**src/rtl/cam_reg_sequencer_if.sv**
```systemverilog
// ---------------------------------------------------------------------------
// cam_reg_sequencer_if
// Bundles the two buses the register sequencer talks to:
//   - init ROM       : o_rom_addr (index out), i_rom_data ({addr,data} back,
//                      one clock after the index changes)
//   - SCCB transmitter: o_tx_start/o_tx_id/o_tx_addr/o_tx_data out,
//                      i_tx_busy/i_tx_nack back
// master = sequencer side, slave = ROM + transmitter side.
// ---------------------------------------------------------------------------
interface cam_reg_sequencer_if #(
    parameter int REG_ADDR_W  = 8,
    parameter int REG_DATA_W  = 8,
    parameter int ROM_DEPTH_W = 8
);
    logic [ROM_DEPTH_W-1:0]           o_rom_addr;
    logic [REG_ADDR_W+REG_DATA_W-1:0] i_rom_data;
    logic                             o_tx_start;
    logic [7:0]                       o_tx_id;
    logic [REG_ADDR_W-1:0]            o_tx_addr;
    logic [REG_DATA_W-1:0]            o_tx_data;
    logic                             i_tx_busy;
    logic                             i_tx_nack;

    modport master (
        output o_rom_addr, o_tx_start, o_tx_id, o_tx_addr, o_tx_data,
        input  i_rom_data, i_tx_busy, i_tx_nack
    );

    modport slave (
        input  o_rom_addr, o_tx_start, o_tx_id, o_tx_addr, o_tx_data,
        output i_rom_data, i_tx_busy, i_tx_nack
    );
endinterface

```
**src/rtl/cam_reg_sequencer.sv**
```systemverilog
// ---------------------------------------------------------------------------
// cam_reg_sequencer
// Walks a camera register table in an external ROM and issues one SCCB write
// per entry to the 3-phase write transmitter. Table entries are {addr,data};
// DELAY_ADDR entries pause for data*DELAY_UNIT i_enable ticks, END_ADDR ends
// the walk. NACKed writes are resent up to MAX_RETRY times before the walk
// stops in ERROR.
//
// Ports:
//   clk       system clock
//   i_reset   synchronous active-high reset
//   i_enable  tick used only for delay timing
//   i_start   starts a walk from index 0 (ignored while o_busy)
//   bus       ROM index/data and transmitter request/status (master side)
//   o_busy    high while walking (not IDLE/DONE/ERROR)
//   o_done    table completed
//   o_error   retries exhausted on entry o_index
//   o_index   current or failing table index
// ---------------------------------------------------------------------------
module cam_reg_sequencer #(
    parameter int                    REG_ADDR_W  = 8,
    parameter int                    REG_DATA_W  = 8,
    parameter int                    ROM_DEPTH_W = 8,
    parameter logic [7:0]            DEVICE_ID   = 8'h42,
    parameter logic [REG_ADDR_W-1:0] DELAY_ADDR  = 8'hF0,
    parameter logic [REG_ADDR_W-1:0] END_ADDR    = 8'hFF,
    parameter int                    DELAY_UNIT  = 1000,
    parameter int                    MAX_RETRY   = 3
) (
    input  logic                   clk,
    input  logic                   i_reset,
    input  logic                   i_enable,
    input  logic                   i_start,
    cam_reg_sequencer_if.master    bus,
    output logic                   o_busy,
    output logic                   o_done,
    output logic                   o_error,
    output logic [ROM_DEPTH_W-1:0] o_index
);

    localparam int DLY_MAX = (2**REG_DATA_W - 1) * DELAY_UNIT;
    localparam int DLY_W   = $clog2(DLY_MAX + 1);
    localparam int RTY_W   = (MAX_RETRY > 0) ? $clog2(MAX_RETRY + 1) : 1;
    localparam logic [ROM_DEPTH_W-1:0] LAST_IDX = '1;

    typedef enum logic [3:0] {
        IDLE,
        FETCH,
        DECODE,
        SEND,
        WAIT_BUSY,
        DELAY,
        NEXT,
        DONE,
        ERROR
    } state_t;

    state_t                  state_q, state_nx;
    logic [ROM_DEPTH_W-1:0]  rom_addr_q, rom_addr_nx;
    logic [REG_ADDR_W-1:0]   tx_addr_q, tx_addr_nx;
    logic [REG_DATA_W-1:0]   tx_data_q, tx_data_nx;
    logic [RTY_W-1:0]        retry_q, retry_nx;
    logic [DLY_W-1:0]        dly_q, dly_nx;
    logic                    seen_busy_q, seen_busy_nx;
    logic                    tx_start;

    logic [REG_ADDR_W-1:0]   rom_a;
    logic [REG_DATA_W-1:0]   rom_d;
    logic [DLY_W-1:0]        dly_load;

    assign rom_a    = bus.i_rom_data[REG_ADDR_W+REG_DATA_W-1 -: REG_ADDR_W];
    assign rom_d    = bus.i_rom_data[REG_DATA_W-1:0];
    // Single multiplier, only consumed in DECODE.
    assign dly_load = DLY_W'(rom_d) * DLY_W'(DELAY_UNIT);

    always_ff @(posedge clk) begin
        if (i_reset) begin
            state_q     <= IDLE;
            rom_addr_q  <= '0;
            tx_addr_q   <= '0;
            tx_data_q   <= '0;
            retry_q     <= '0;
            dly_q       <= '0;
            seen_busy_q <= 1'b0;
        end else begin
            state_q     <= state_nx;
            rom_addr_q  <= rom_addr_nx;
            tx_addr_q   <= tx_addr_nx;
            tx_data_q   <= tx_data_nx;
            retry_q     <= retry_nx;
            dly_q       <= dly_nx;
            seen_busy_q <= seen_busy_nx;
        end
    end

    always_comb begin
        state_nx     = state_q;
        rom_addr_nx  = rom_addr_q;
        tx_addr_nx   = tx_addr_q;
        tx_data_nx   = tx_data_q;
        retry_nx     = retry_q;
        dly_nx       = dly_q;
        seen_busy_nx = seen_busy_q;
        tx_start     = 1'b0;

        case (state_q)
            IDLE, DONE, ERROR: begin
                if (i_start) begin
                    rom_addr_nx = '0;
                    state_nx    = FETCH;
                end
            end

            FETCH: state_nx = DECODE;

            DECODE: begin
                if (rom_a == END_ADDR) begin
                    state_nx = DONE;
                end else if (rom_a == DELAY_ADDR) begin
                    if (rom_d == '0) begin
                        state_nx = NEXT;
                    end else begin
                        dly_nx   = dly_load;
                        state_nx = DELAY;
                    end
                end else begin
                    tx_addr_nx = rom_a;
                    tx_data_nx = rom_d;
                    retry_nx   = '0;
                    state_nx   = SEND;
                end
            end

            // Start only toward an idle transmitter; this also covers
            // external back-pressure on i_tx_busy.
            SEND: begin
                if (!bus.i_tx_busy) begin
                    tx_start     = 1'b1;
                    seen_busy_nx = 1'b0;
                    state_nx     = WAIT_BUSY;
                end
            end

            // Two phases: wait for busy to rise, then take the status on the
            // first cycle it is low again.
            WAIT_BUSY: begin
                if (!seen_busy_q) begin
                    if (bus.i_tx_busy) begin
                        seen_busy_nx = 1'b1;
                    end
                end else if (!bus.i_tx_busy) begin
                    if (!bus.i_tx_nack) begin
                        state_nx = NEXT;
                    end else if (retry_q < RTY_W'(MAX_RETRY)) begin
                        retry_nx = retry_q + RTY_W'(1);
                        state_nx = SEND;
                    end else begin
                        state_nx = ERROR;
                    end
                end
            end

            DELAY: begin
                if (i_enable) begin
                    dly_nx = dly_q - DLY_W'(1);
                    if (dly_q == DLY_W'(1)) begin
                        state_nx = NEXT;
                    end
                end
            end

            // The last ROM slot ends the walk even without an END marker.
            NEXT: begin
                if (rom_addr_q == LAST_IDX) begin
                    state_nx = DONE;
                end else begin
                    rom_addr_nx = rom_addr_q + ROM_DEPTH_W'(1);
                    state_nx    = FETCH;
                end
            end

            default: state_nx = IDLE;
        endcase
    end

    // Gating with i_reset drops a pending start in the reset cycle itself.
    assign bus.o_tx_start = tx_start & ~i_reset;
    assign bus.o_tx_id    = DEVICE_ID;
    assign bus.o_tx_addr  = tx_addr_q;
    assign bus.o_tx_data  = tx_data_q;
    assign bus.o_rom_addr = rom_addr_q;

    assign o_busy  = (state_q != IDLE) && (state_q != DONE) && (state_q != ERROR);
    assign o_done  = (state_q == DONE);
    assign o_error = (state_q == ERROR);
    assign o_index = rom_addr_q;

endmodule
```
**src/flat_wrapper.sv**
```systemverilog
// flat-port wrapper written by rule: the top's interface ports become plain ports
module cam_reg_sequencer_flat 
#(
    parameter int                    REG_ADDR_W  = 8,
    parameter int                    REG_DATA_W  = 8,
    parameter int                    ROM_DEPTH_W = 8,
    parameter logic [7:0]            DEVICE_ID   = 8'h42,
    parameter logic [REG_ADDR_W-1:0] DELAY_ADDR  = 8'hF0,
    parameter logic [REG_ADDR_W-1:0] END_ADDR    = 8'hFF,
    parameter int                    DELAY_UNIT  = 1000,
    parameter int                    MAX_RETRY   = 3
)
  (clk, i_reset, i_enable, i_start, o_busy, o_done, o_error, o_index, bus_o_rom_addr, bus_o_tx_start, bus_o_tx_id, bus_o_tx_addr, bus_o_tx_data, bus_i_rom_data, bus_i_tx_busy, bus_i_tx_nack);
  cam_reg_sequencer_if #(.REG_ADDR_W(REG_ADDR_W), .REG_DATA_W(REG_DATA_W), .ROM_DEPTH_W(ROM_DEPTH_W)) bus_i ();
  input  logic clk;
  input  logic i_reset;
  input  logic i_enable;
  input  logic i_start;
  output logic o_busy;
  output logic o_done;
  output logic o_error;
  output logic [ROM_DEPTH_W-1:0] o_index;
  output wire logic [$bits(bus_i.o_rom_addr)-1:0] bus_o_rom_addr;
  output wire logic [$bits(bus_i.o_tx_start)-1:0] bus_o_tx_start;
  output wire logic [$bits(bus_i.o_tx_id)-1:0] bus_o_tx_id;
  output wire logic [$bits(bus_i.o_tx_addr)-1:0] bus_o_tx_addr;
  output wire logic [$bits(bus_i.o_tx_data)-1:0] bus_o_tx_data;
  input wire logic [$bits(bus_i.i_rom_data)-1:0] bus_i_rom_data;
  input wire logic [$bits(bus_i.i_tx_busy)-1:0] bus_i_tx_busy;
  input wire logic [$bits(bus_i.i_tx_nack)-1:0] bus_i_tx_nack;
  assign bus_o_rom_addr = bus_i.o_rom_addr;
  assign bus_o_tx_start = bus_i.o_tx_start;
  assign bus_o_tx_id = bus_i.o_tx_id;
  assign bus_o_tx_addr = bus_i.o_tx_addr;
  assign bus_o_tx_data = bus_i.o_tx_data;
  assign bus_i.i_rom_data = bus_i_rom_data;
  assign bus_i.i_tx_busy = bus_i_tx_busy;
  assign bus_i.i_tx_nack = bus_i_tx_nack;
  cam_reg_sequencer #(.REG_ADDR_W(REG_ADDR_W), .REG_DATA_W(REG_DATA_W), .ROM_DEPTH_W(ROM_DEPTH_W), .DEVICE_ID(DEVICE_ID), .DELAY_ADDR(DELAY_ADDR), .END_ADDR(END_ADDR), .DELAY_UNIT(DELAY_UNIT), .MAX_RETRY(MAX_RETRY)) u_core (.clk(clk), .i_reset(i_reset), .i_enable(i_enable), .i_start(i_start), .bus(bus_i), .o_busy(o_busy), .o_done(o_done), .o_error(o_error), .o_index(o_index));
endmodule
```
**config.mk**
```make
export PLATFORM = sky130hd
export DESIGN_NAME = cam_reg_sequencer_flat
export DESIGN_NICKNAME = d
export VERILOG_FILES = /design/src/rtl/cam_reg_sequencer_if.sv /design/src/rtl/cam_reg_sequencer.sv /design/src/flat_wrapper.sv
export SDC_FILE = /design/constraint.sdc
export NUM_CORES = 1
export LEC_CHECK = 0
export CORE_AREA = 5 5 99 101
export DETAILED_ROUTE_END_ITERATION = 8
export DIE_AREA = 0 0 104 106
export GPL_ROUTABILITY_DRIVEN = 0
export HOLD_SLACK_MARGIN = 0.1
export MAX_ROUTING_LAYER = met4
export PLACE_DENSITY = 0.88
export SLEW_MARGIN = 15
export SYNTH_ARGS = -nofsm -noshare
export SYNTH_HDL_FRONTEND = slang
export SYNTH_SLANG_ARGS = --single-unit
export TNS_END_PERCENT = 1
```
**constraint.sdc**
```tcl
create_clock -name clk -period 4.4 [get_ports clk]
set_input_delay 0.88 -clock clk [delete_from_list [all_inputs] [get_ports clk]]
set_output_delay 0.88 -clock clk [all_outputs]
set_load 0.03 [all_outputs]
```
==> reports/qor.yml <==
outcome:
  status: "finished with violations"
  violations: "setup timing"
synth:
  synthTopCellsByArea: "dfxtp_1, ha_1, fa_1"
  ys_warn_count: 0
  ys_types: 68
  async_flop_share_pct: 0
  synth-main-ff-cell: "dfxtp_1"
  netlist_area_um2: 4260
  synth_common_cells: "dfxtp_1, ha_1, nor2_1, inv_1, nand2_1"
  synth.most_common_cell: "dfxtp_1"
  synth_top_area_share_pct: 23.0
  synth-edff-count: 0
  netlist_instances: 491
  ys_seq_area_share_pct: 23.0
  avgSynthCellArea_um2: 8.68
  ys_ff_latch: 49
  yosysTopAreaCell: "dfxtp_1"
detailed_routing:
  vias: 4186
  drtPass1Iterations: 5
  finalWirelength_mm: 12.5
  first_iter_violations: 425
  wl_per_cell_um: 18.1
  route.detailed.drc: 0
  viasPerCell: 6.05
  ant_nets: 0
worst_setup_path:
  worstPathRequired_ps: 4610
  crit_start: "bus_i_rom_data[0]"
  end_kind: "register"
  rr_worst_depth: 6
  criticalPathCategory: "input port to register"
  r2r_start: "u_core.state_q[1]"
  path_max_fanout: 3
  worst_ep_arrival_time_ps: 4710
  cp_cell_sequence: "dlygate4sd2_1 -> fa_2 -> xor2_1 -> ha_2 -> inv_2 -> fa_1 -> fa_1 -> inv_1 -> ha_4 -> o211a_1 -> a221o_1 -> buf_4 -> o211ai_1 -> nand4_1 -> a31o_2"
  cp_top_family: "adder cells"
  max_stage_delay_ps: 510
  path_buf_inv: 4
  reg2reg_slack_ps: 1690
  cpMaxStageDelayCell: "fa_1"
  crit_cells: 15
  cp-start-kind: "input port"
  timing.rr.end: "u_core.dly_q[9]"
  crit_top_cell: "fa_1"
min_path:
  whs_endpoint: "u_core.seen_busy_q"
  hp-class: "register to register"
  hold-path-cell-count: 2
  hp-start: "u_core.seen_busy_q"
sta:
  setup_ws_ps: -103
  report.final.hold_viol_count: 0
  setup_viol: 2
  period_share_pct: 102
  slew_headroom_pct: 29.1
  fin_crit_ps: 4500
  rsz0062_at_grt: "yes"
  fin_skew_ps: 12.7
  finalMaxSlewViolations: 0
  timing.fmax_mhz: 222
  tightestPinTransition_ps: 1060
global_route:
  grt_pass1_wl_mm: 19.5
  grt_max_degree: 42
  antenna_found_initial: 0
  grt_pass1_vias: 4178
  track_usage_pct: 21.6
  grt_overflow: 0
final_layout:
  drive_gt1_share_pct: 17.0
  nets: 670
  area_growth_pct: 27.0
  multiInputGateArea_um2: 3070
  n_antenna_cell: 0
  final_cells: 692
  regArea_um2: 981
  fillers: 696
  post-route-util_pct: 60.6
floorplanning:
  coreArea_um2: 8930
  design.portCount: 66
  die_area_um2: 11000
  initial_utilization_pct: 47.7
  row_count: 35
  die_w_um: 104
  fp.dieH_um: 106
place:
  port_buffers: 57
  placed_cells: 679
  hpwl_mm: 9.07
clock_network:
  cts_tree: "done"
  cts_num_sinks: 49
  path_clk_slew_ps: 100
  worstSkewPairLatency_ps: 320
  cts_htree_levels: 2
  clockBufferDepth: 2
  cts_made_buffers: 5
  cts_root_buf: "clkbuf_8"
  cts_hold_buf: 0
run:
  maxCapViolCount: 0
power_and_ir_drop:
  power_density_nw_per_um2: 506
  leakagePower_nw: 2.28
  ir_drop_mv: 0.296
==> kinds of logic (layout without fill, tap and decap cells) <==
kind of cell             Yosys count  in the layout  share of synthesized area, %
buffers and inverters             74            158                          8.19
AO/OA/AOI/OAI                    112            112                          18.2
XOR/XNOR                          17             17                          3.49
adder cells (fa/ha/maj)           68             68                          23.7
AND/OR/NAND/NOR                  149            149                          18.5
flip-flops                        49             49                          23.0
multiplexers                      20             20                          4.70
other                              2              8                         0.176
==> report_power, final <==
part           switching (mW)  internal (mW)  leakage, nW
logic                   0.971          0.859         1.83
registers              0.0700          0.495        0.397
clock network           0.173          0.171       0.0585
total                    1.21           1.53         2.28
==> through the flow <==
step	setup slack [ps]	power, mW	setup TNS, ps	area, um^2	hold slack (ps)
6_report	-103	2.74	-201	5410	475
4_1_cts	-103	2.65	-183	5370	478
5_1_grt	-164	2.91	-653	5410	489
3_3_place_gp	-602	2.16	-3740	5190	450
3_5_place_dp	-800	2.25	-5340	5190	460
2_1_floorplan	6.14	1.63	0	4310	442
==> how the worst max path moves through the flow <==
stage                             to  slack, ps
detailed placement  u_core.dly_q[11]       -800
global route        u_core.dly_q[17]       -160
CTS                 u_core.dly_q[17]       -100
floorplan           u_core.dly_q[11]          6
finish              u_core.dly_q[17]       -100
global placement    u_core.dly_q[17]       -600
==> registers in the layout, summed over array words and instances, names as in the netlist <==
register / count
u_core.bus.o_tx_data: 8
u_core.retry_q: 2
u_core.bus.o_rom_addr: 8
u_core.seen_busy_q: 1
u_core.state_q: 4
u_core.bus.o_tx_addr: 8
u_core.dly_q: 18
==> what timing repair did <==
action	4_1_cts	5_1_grt
resized for setup	31	8
pin swaps	14	9
endpoints found under the setup margin	8	7
buffers inserted	3	2
==> routing by layer <==
metal	global-route usage, %	routed length (um)	share of wire (%)
met3	2.61	755	6.0
met1	24.6	4930	39
met5	-	0	0
met2	38.2	6160	49
met4	9.53	692	5.5
==> area by class of cell <==
class                           instances  share of cell area, %
Multi-Input combinational cell        374                   56.7
Timing Repair Buffer                  109                   17.7
Clock buffer                            5                   1.27
Sequential cell                        49                   18.1
Clock inverter                          3                  0.809
Tap cell                              111                   2.57
Inverter                               41                   2.84
==> tightest hold or removal path: stages, from the launching register on <==
cell     delay [ps]
dfxtp_1         320
o31ai_1          60
a21oi_1          60
==> cell usage in the layout, fill, tap and decap left out, drive strengths merged, types with 4 or more instances in the layout <==
| cell type | n |
|---|---|
| nor3 | 9 |
| a211oi | 12 |
| nor2 | 47 |
| clkdlybuf4s50 | 51 |
| inv | 41 |
| clkbuf | 5 |
| or4 | 8 |
| a21oi | 28 |
| o31ai | 5 |
| nand4 | 4 |
| a21o | 5 |
| or3 | 8 |
| nand2 | 32 |
| and2 | 4 |
| nor4 | 8 |
| nand3 | 9 |
| dfxtp | 49 |
| o21ai | 19 |
| a31oi | 6 |
| buf | 55 |
| mux2i | 20 |
| fa | 21 |
| o22ai | 4 |
| xor2 | 6 |
| conb | 8 |
| xnor2 | 11 |
| ha | 47 |
Power figures use the tool's default switching activity.
